File: src/rtl/serial_test_seq_pkg.sv
// Shared constants, state/phase enums and small helpers for the serial test sequencer.
package serial_test_seq_pkg;

   // Major/minor state codes driven by the timing-state generator.
   localparam logic [4:0] ST_F0 = 5'd0;
   localparam logic [4:0] ST_F1 = 5'd1;
   localparam logic [4:0] ST_F2 = 5'd2;
   localparam logic [4:0] ST_F3 = 5'd3;

   localparam logic [2:0]  IOT_OP = 3'o6;
   localparam logic [2:0]  FN_SKF = 3'o1;
   localparam logic [2:0]  FN_XFR = 3'o6;
   localparam logic [11:0] NOP    = 12'o7000;

   localparam int MODE_TX   = 0;
   localparam int MODE_ECHO = 1;
   localparam int MODE_LOOP = 2;

   typedef enum logic [2:0] {
      S_IDLE,
      S_TSF_POLL,
      S_TLS,
      S_KSF_POLL,
      S_KRB,
      S_CHECK
   } seq_state_t;

   typedef enum logic [1:0] {
      PH_DATA,
      PH_CR,
      PH_LF
   } char_phase_t;

   function automatic logic [11:0] iot_word(input logic [5:0] dev, input logic [2:0] fn);
      return {IOT_OP, dev, fn};
   endfunction

   function automatic logic [7:0] sat_inc(input logic [7:0] v);
      return (v == 8'hFF) ? v : v + 8'd1;
   endfunction

endpackage

File: src/rtl/serial_test_seq_char_gen.sv
// Message character generator: START_CHAR+idx for MSG_LEN characters, optional CR/LF tail.
// msg_end pulses combinationally on the advance that consumes the last character of a message.
module serial_test_seq_char_gen
   import serial_test_seq_pkg::*;
#(
   parameter int         MSG_LEN    = 16,
   parameter logic [7:0] START_CHAR = 8'h41,
   parameter bit         CRLF       = 1'b1
) (
   input  logic       clock,
   input  logic       reset,
   input  logic       advance,
   output logic [7:0] char_out,
   output logic       msg_end
);

   localparam logic [7:0] LAST_IDX = 8'(MSG_LEN - 1);

   logic [7:0]  idx;
   char_phase_t phase;

   always_comb begin
      char_out = START_CHAR + idx;
      if (phase == PH_CR) char_out = 8'h0D;
      if (phase == PH_LF) char_out = 8'h0A;
      msg_end = advance &&
                (((phase == PH_DATA) && (idx == LAST_IDX) && !CRLF) || (phase == PH_LF));
   end

   always_ff @(posedge clock) begin
      if (reset) begin
         idx   <= 8'd0;
         phase <= PH_DATA;
      end else if (advance) begin
         case (phase)
            PH_DATA: begin
               if (idx == LAST_IDX) begin
                  idx   <= 8'd0;
                  phase <= CRLF ? PH_CR : PH_DATA;
               end else begin
                  idx <= idx + 8'd1;
               end
            end
            PH_CR:   phase <= PH_LF;
            default: phase <= PH_DATA;
         endcase
      end
   end

endmodule

File: src/rtl/serial_test_seq.sv
// CPU-less stimulus sequencer for the serial block: issues IOTs/AC on F0, samples skip on F3,
// runs transmit, echo or loopback-check modes and keeps pass/error statistics.
module serial_test_seq
   import serial_test_seq_pkg::*;
#(
   parameter logic [5:0] KBD_DEV    = 6'o03,
   parameter logic [5:0] TTY_DEV    = 6'o04,
   parameter int         MODE       = 0,
   parameter int         MSG_LEN    = 16,
   parameter logic [7:0] START_CHAR = 8'h41,
   parameter bit         ADD_CRLF   = 1'b1,
   parameter int         TIMEOUT    = 4095
) (
   input  logic        clock,
   input  logic        reset,
   input  logic [4:0]  state,
   input  logic        skip,
   input  logic [7:0]  rx_data,
   output logic [11:0] instruction,
   output logic [11:0] ac,
   output logic [7:0]  pass_count,
   output logic [7:0]  err_count,
   output logic        timeout_flag,
   output logic        busy
);

   localparam seq_state_t ENTRY   = (MODE == MODE_ECHO) ? S_KSF_POLL : S_TSF_POLL;
   localparam logic [11:0] TO_MAX = 12'(TIMEOUT);

   seq_state_t  fsm, fsm_nxt;
   logic [11:0] poll_cnt, poll_nxt;
   logic [7:0]  rx_latch;
   logic [7:0]  gen_char, tx_char;
   logic [11:0] issue;
   logic        advance, timeout, mismatch, msg_end, msg_bad;

   serial_test_seq_char_gen #(
      .MSG_LEN    (MSG_LEN),
      .START_CHAR (START_CHAR),
      .CRLF       (ADD_CRLF && (MODE != MODE_ECHO))
   ) u_char_gen (
      .clock    (clock),
      .reset    (reset),
      .advance  (advance),
      .char_out (gen_char),
      .msg_end  (msg_end)
   );

   assign tx_char = (MODE == MODE_ECHO) ? rx_latch : gen_char;
   assign busy    = (fsm != S_IDLE);

   always_ff @(posedge clock) begin
      if (reset) fsm <= S_IDLE;
      else       fsm <= fsm_nxt;
   end

   // Transitions happen on F3 once skip/rx_data are known; IDLE leaves on F0 so the
   // entry IOT goes out in that same slot.
   always_comb begin
      fsm_nxt  = fsm;
      poll_nxt = poll_cnt;
      advance  = 1'b0;
      timeout  = 1'b0;
      mismatch = 1'b0;
      if (state == ST_F0 && fsm == S_IDLE) begin
         fsm_nxt = ENTRY;
      end else if (state == ST_F3) begin
         case (fsm)
            S_TSF_POLL, S_KSF_POLL: begin
               if (skip) begin
                  poll_nxt = 12'd0;
                  fsm_nxt  = (fsm == S_TSF_POLL) ? S_TLS : S_KRB;
               end else if (poll_cnt == TO_MAX) begin
                  poll_nxt = 12'd0;
                  timeout  = 1'b1;
                  advance  = 1'b1;
                  fsm_nxt  = ENTRY;
               end else begin
                  poll_nxt = poll_cnt + 12'd1;
               end
            end
            S_TLS: begin
               fsm_nxt = (MODE == MODE_TX) ? S_TSF_POLL : S_KSF_POLL;
               advance = (MODE != MODE_LOOP);
            end
            S_KRB:   fsm_nxt = (MODE == MODE_ECHO) ? S_TSF_POLL : S_CHECK;
            S_CHECK: begin
               mismatch = (rx_latch != gen_char);
               advance  = 1'b1;
               fsm_nxt  = S_TSF_POLL;
            end
            default: fsm_nxt = fsm;
         endcase
      end
   end

   always_comb begin
      issue = NOP;
      case (fsm_nxt)
         S_TSF_POLL: issue = iot_word(TTY_DEV, FN_SKF);
         S_TLS:      issue = iot_word(TTY_DEV, FN_XFR);
         S_KSF_POLL: issue = iot_word(KBD_DEV, FN_SKF);
         S_KRB:      issue = iot_word(KBD_DEV, FN_XFR);
         default:    issue = NOP;
      endcase
   end

   always_ff @(posedge clock) begin
      if (reset) begin
         instruction  <= NOP;
         ac           <= 12'd0;
         poll_cnt     <= 12'd0;
         rx_latch     <= 8'd0;
         pass_count   <= 8'd0;
         err_count    <= 8'd0;
         timeout_flag <= 1'b0;
         msg_bad      <= 1'b0;
      end else begin
         poll_cnt <= poll_nxt;
         if (state == ST_F0) begin
            instruction <= issue;
            if (fsm_nxt == S_TLS) ac <= {4'b0, tx_char};
         end
         if (state == ST_F3 && fsm == S_KRB) rx_latch <= rx_data;
         if (timeout) timeout_flag <= 1'b1;
         if (timeout || mismatch) err_count <= sat_inc(err_count);
         // A message passes only if nothing failed, including a failure on its final step.
         if (msg_end) begin
            if (!(msg_bad || timeout || mismatch)) pass_count <= sat_inc(pass_count);
            msg_bad <= 1'b0;
         end else if (timeout || mismatch) begin
            msg_bad <= 1'b1;
         end
      end
   end

endmodule

File: config.mk
export PLATFORM = sky130hd
export DESIGN_NAME = serial_test_seq
export DESIGN_NICKNAME = d
export VERILOG_FILES = /design/src/rtl/serial_test_seq_pkg.sv /design/src/rtl/serial_test_seq_char_gen.sv /design/src/rtl/serial_test_seq.sv
export SDC_FILE = /design/constraint.sdc
export NUM_CORES = 1
export LEC_CHECK = 0
export CORE_ASPECT_RATIO = 0.9
export CORE_MARGIN = 2
export CORE_UTILIZATION = 30
export CTS_BUF_LIST = sky130_fd_sc_hd__clkbuf_16
export DETAILED_ROUTE_END_ITERATION = 8
export PLACE_DENSITY = 0.48
export SYNTH_ARGS = -nofsm -noshare
export SYNTH_HDL_FRONTEND = slang
export SYNTH_HIERARCHICAL = 1
export SYNTH_SLANG_ARGS = --single-unit
File: constraint.sdc
create_clock -name clock -period 3.9 [get_ports clock]
set_input_delay 1.17 -clock clock [delete_from_list [all_inputs] [get_ports clock]]
set_output_delay 1.17 -clock clock [all_outputs]
set_load 0.02 [all_outputs]
Word-level counts from Yosys, hierarchy flattened
Index checks and enable logic that the tools add are counted.

storage, ports and cells
  register bits = 71
  bits of input ports = 16
  output and inout port bits = 42
  word-level logic and storage cells = 82

cells by class
  add/subtract/negate cells = 5
  equal/unequal tests = 18
  multiplexer cells = 25
  bitwise logic cells = 4
  reductions and logical operators = 19

operators with widths
  kind                     count
  $pmux W10 S4             1
  $add A8 B1 Y8 const B    3
  $mux W12                 2
  $mux W8                  3
  $eq A8 B8 Y1 const B     2
  $mux W3                  5
  $add A12 B1 Y12 const B  1
  $eq A12 B12 Y1 const B   1
  $eq A3 B2 Y1 const B     4
  $mux W1                  10
  $eq A3 B3 Y1 const B     3
  $pmux W3 S3              1
  $add A7 B8 Y8 const A    1
  $eq A8 B4 Y1 const B     1
  $ne A8 B8 Y1             1
  $reduce_and A2 Y1        4
  $eq A3 B1 Y1 const B     2
  $reduce_and A3 Y1        2
  $reduce_or A2 Y1         3
  $eq A5 B2 Y1 const B     1
  $logic_not A5 Y1         1
  $not A1 Y1               4
  $pmux W2 S2              1
  $logic_and A1 B1 Y1      3
  9 further kinds          11

Depth between registers and ports, before layout
  word-level depth = 10
  mapped depth = 12
  gate-level depth less buffers = 11

Hierarchy
The synthesis kept the hierarchy.

by module, submodules not included
  module                    times used  cells each  area an instance (um^2)  sequential area each (um^2)
  serial_test_seq           1           308         2730.1                   1081.0
  serial_test_seq_char_gen  1           76          608.1                    200.2

Worst setup path before layout
Ideal clock, no wire load.

  path kind = input port to flip-flop
  start point = input port state[4]
  end point = register pass_count[2]
  arrival time = 3.269 ns
  required time = 3.830 ns
  setup slack = 0.561 ns
  cell stages on the path = 11
  cells stage by stage = nor3_2 nand2_2 or3_1 buf_6 o21ai_0 and3_1 nor3b_1 nand3_1 buf_2 or3_1 a21oi_1

on the way
  elaborated cells on any way between the ends = 14
  classes of those cells = eq/ne: 1; mux: 6; bitwise: 1; reduce/logical: 6

RTL lines
  element                                           RTL line                                      text
  start: declaration                                serial_test_seq.sv:16                         input logic [4:0] state,
  $eq A5 B2 Y1 or $logic_not A5 Y1 (tied branches)  serial_test_seq.sv:67, serial_test_seq.sv:65
  $mux W1 or $logic_and A1 B1 Y1 (tied branches)    serial_test_seq.sv:67, serial_test_seq.sv:65
  $mux W1 *                                         serial_test_seq.sv:65                         if (state == ST_F0 && fsm == S_IDLE) begin
  net advance                                       serial_test_seq.sv:35                         logic advance, timeout, mismatch, msg_end, msg_bad;
  $logic_and A1 B1 Y1 *                             serial_test_seq_char_gen.sv:26                msg_end = advance &&
  net msg_end                                       serial_test_seq.sv:35
  $reduce_and A3 Y1 (no line) *                     --
  end signal: assignment                            serial_test_seq.sv:129                        if (!(msg_bad || timeout || mismatch)) pass_count <= sat_inc(pass_count);
  end: declaration                                  serial_test_seq.sv:21                         output logic [7:0] pass_count,

Mark *: on every way through the listed nets, which the timed path passes. The rest lies on a longest branch.
A chain may end at the register's enable or synchronous reset.

Worst setup path after layout
  start point = input port state[1]
  end point = register pass_count[7]

Same word-level chain as after synthesis.

==> summary.md <==
| Metric | Value |
|---|---|
| Row count | `36` |
| Post-Syn Instances | `384` |
| R2R depth | `11` |
| Setup bufs post-CTS | `0` |
| First-pass DRT Iterations | `5` |
| Crit-path leading delay family | `simple AND/OR/NAND/NOR gates` |
| Pwr Total | `1.485 mW` |
| Total Routing Usage GR | `12.90%` |
| CTS clk-pin slew, worst paths | `0.06 ns` |
| RSZ-0062 raised after global routing | `no` |
| Hold Path Cell Cnt | `2` |
| Power density over cell area | `349.8 mW/mm²` |
| Max IR drop VDD | `171.9 µV` |
| Maxcap violations | `0` |
| Layout cell share with drive strength beyond 1 | `9.817%` |
| Synthesized cell area | `0.003338 mm²` |
| GRT Residual Overflow | `0` |
| EDFF count, synth | `0` |
| Hold_ws | `0.4452 ns` |
| Yosys reg bits | `64` |
| # H-tree levels | `3` |
| Pre-CTS WS | `0.02471 ns` |
| Crit path time final | `3.553 ns` |
| Setup TNS | `0 ns` |
| Worst Hold Class | `reg -> reg` |
| Sw frac | `21.57%` |
| Resized cells post-CTS | `0` |
| Worst-Skew Late Latency | `0.33 ns` |
| Startpoint Class | `primary input` |
| Die area | `0.01199 mm²` |
| Initial Utilization | `30.75%` |
| Final GP Congestion | `0.7611` |
| Setup-failing EPs final | `0` |
| Fillers | `1,099` |
| Die X | `115.2 µm` |
| DR WL/cell | `12.68 µm` |
| P_sw | `0.3204 mW` |
| Worst path cell trace | `clkdlybuf4s50_1 > and4b_1 > nand2_2 > or3_1 > o21ai_0 > and3_1 > nor3b_1 > nand3_1 > or4_1 > a21oi_1` |
| Slew Viols, Final | `0` |
| Vias in the first global route | `2,583` |
| Num CTS Buffers | `9` |
| First-pass GRT wire length | `12,320 µm` |
| Chip height | `104.1 µm` |
| P_int | `1.165 mW` |
| Clock Power Share | `52.1%` |
| Power share of the sequential group | `44.1%` |
| Routed vias | `2,771` |
| Setup Crit Path Kind | `in -> reg` |
| CTS tree | `done` |
| Crit path largest cell delay | `0.49 ns` |
| Arrival @ worst endpoint | `3.81 ns` |
| Layout area overhead | `27.21%` |
| Nets@finish | `453` |
| Hold Startpoint | `timeout_flag` |
| Post-synth ARST share | `0%` |
| Slew headroom | `64.85%` |
| Final core occ | `39.12%` |
| Worst setup EP type | `flop` |
| Final WS setup | `0.3473 ns` |
| Hpwl dp | `5336 µm` |
| Netlist cell types | `64` |
| Final clock skew | `0.005774 ns` |
| Buffer and inverter count on the worst path | `1` |
| Crit-path slowest cell | `clkdlybuf4s50_1` |
| Hold Buf Count CTS | `0` |
| Leak Pwr | `1.606 nW` |
| Worst Max-Slew Pin Slew | `0.5232 ns` |
| YS warnings | `6` |
| Via density | `4.697` |
| Hold Violations, Final | `0` |
| Ranking of synthesized cells by area | `dfxtp_1, nor2_1, mux2i_1` |
| Largest net degree at the start of global routing | `61` |
| Drt first-iter violations | `121` |
| Worst endpoint required time | `4.16 ns` |
| Top cell type's share of synthesized area | `38.38%` |
| Period utilisation layout | `91.10%` |
| Synth area leader | `dfxtp_1` |
| Core Area | `0.01086 mm²` |
| Initial antenna violation count | `0` |
| Post-Syn Area per Cell | `8.693 µm²` |
| # port buffers | `48` |
| Post-detailed-route count of antenna-violating nets | `0` |
| Antenna Cells | `0` |
| FF-to-FF setup slack | `0.96 ns` |
| Outcome | `finished, final reports clean` |
| CTS root buf | `clkbuf_16` |
| Fmax | `281.5 MHz` |
| Post-synthesis sequential area ratio | `38.38%` |
| RR Startpoint | `u_char_gen/idx[0]` |
| Logic pwr share | `3.8%` |
| Worst min-delay path endpoint | `timeout_flag` |
| Dominant synthesized flop cell | `dfxtp_1` |
| CP Max Fanout | `12` |
| Top Ports | `58` |
| R2R Path End | `pass_count[7]` |
| Residual DRC | `0` |
| Clock buffer depth | `2` |
| Sink Count | `64` |
| Drt total wl | `7481 µm` |
[worst max-delay path by stage]
stage / start / to / slack, ns / cells past startpoint
4_1_cts: state[1] / pass_count[7] / 0.35 / 10
2_1_floorplan: state[4] / pass_count[2] / 0.56 / 11
3_3_place_gp: state[1] / pass_count[5] / 0.08 / 10
6_report: state[1] / pass_count[7] / 0.35 / 10
3_5_place_dp: state[1] / pass_count[7] / 0.02 / 10
5_1_grt: state[1] / pass_count[5] / 0.13 / 10
[power groups by stage]
stage / logic (mW) / clock network (mW) / registers (mW)
floorplan: 0.0339 / 0 / 0.670
CTS: 0.0572 / 0.805 / 0.655
global placement: 0.0570 / 0 / 0.669
detailed placement: 0.0568 / 0 / 0.669
finish: 0.0563 / 0.773 / 0.655
global route: 0.0613 / 0.826 / 0.655
[Yosys cell counts (5+ instances only)]
cell / instances
buf_4: 11
or3_1: 8
nor2_1: 54
mux2i_1: 19
clkbuf_1: 10
nand4_1: 8
or4_1: 5
and3_1: 7
nor3_1: 8
o21ai_0: 7
nand3_1: 18
xor2_1: 14
dfxtp_1: 64
nand2_1: 27
a21oi_1: 21
xnor2_1: 16
inv_1: 8
[layout by cell type, fill, tap and decap left out, drive strengths merged, types with 7 or more instances in the layout]
cell           instances
a21oi                 22
and3                   7
buf                   12
clkbuf                 9
clkdlybuf4s50         47
conb                   9
dfxtp                 64
inv                    9
mux2i                 19
nand2                 28
nand3                 18
nand4                  9
nor2                  54
nor3                  10
o21ai                  8
or3                    8
xnor2                 16
xor2                  14
[flip-flops by register name, indices dropped and copies added (netlist names)]
| signal | flops |
|---|---|
| err_count | 8 |
| pass_count | 8 |
| timeout_flag | 1 |
| rx_latch | 8 |
| poll_cnt | 12 |
| instruction | 5 |
| u_char_gen/phase | 2 |
| u_char_gen/idx | 8 |
| fsm | 3 |
| msg_bad | 1 |
| ac | 8 |
[metal layers]
metal / GRT usage (%) / vias up / share of wire (%)
met4: 4.905 / 0 / 1.6
met2: 19.62 / 40 / 45
li1: - / 1435 / -
met5: 0 / - / 0
met1: 17.09 / 1284 / 50
met3: 3.904 / 12 / 3.8
[worst register-to-register path, delay by kind of cell, from the launching register on]
kind	cells	cell delay, ns
flip-flops	1	0.41
AND/OR/NAND/NOR	6	1.44
XOR/XNOR	2	0.32
AO/OA/AOI/OAI	2	0.47
adder cells (fa/ha/maj)	1	0.23
[area by class of cell]
cell class              count  area (µm²)  area share, %
clock inverters             7       63.81          1.503
clock buffers               9       225.2          5.303
well taps                 152       190.2          4.478
multi-input cells         291        1886          44.40
flip-flops and latches     64        1281          30.17
repair buffers             59       570.5          13.44
inverters                   8       30.03         0.7071
[through the flow]
stage	cells	instance area, µm²
final	590	4247
after floorplan	391	3364
after CTS	590	4247
after detailed placement	574	3958
after global placement	574	3958
after global routing	590	4247
[logic make-up after synthesis]
kind of cell               count (synthesis)  synth area share (%)
adders and majority gates                  7                 2.399
and+or+nand+nor                          166                 26.16
DFF                                       64                 38.38
muxes                                     23                 7.159
buffers and inverters                     36                 5.922
xor gates and xnor gates                  30                 7.871
AOI/OAI and AO/OA                         56                 11.88
other                                      2                0.2250
No activity file was read; power rests on OpenSTA's default activity.
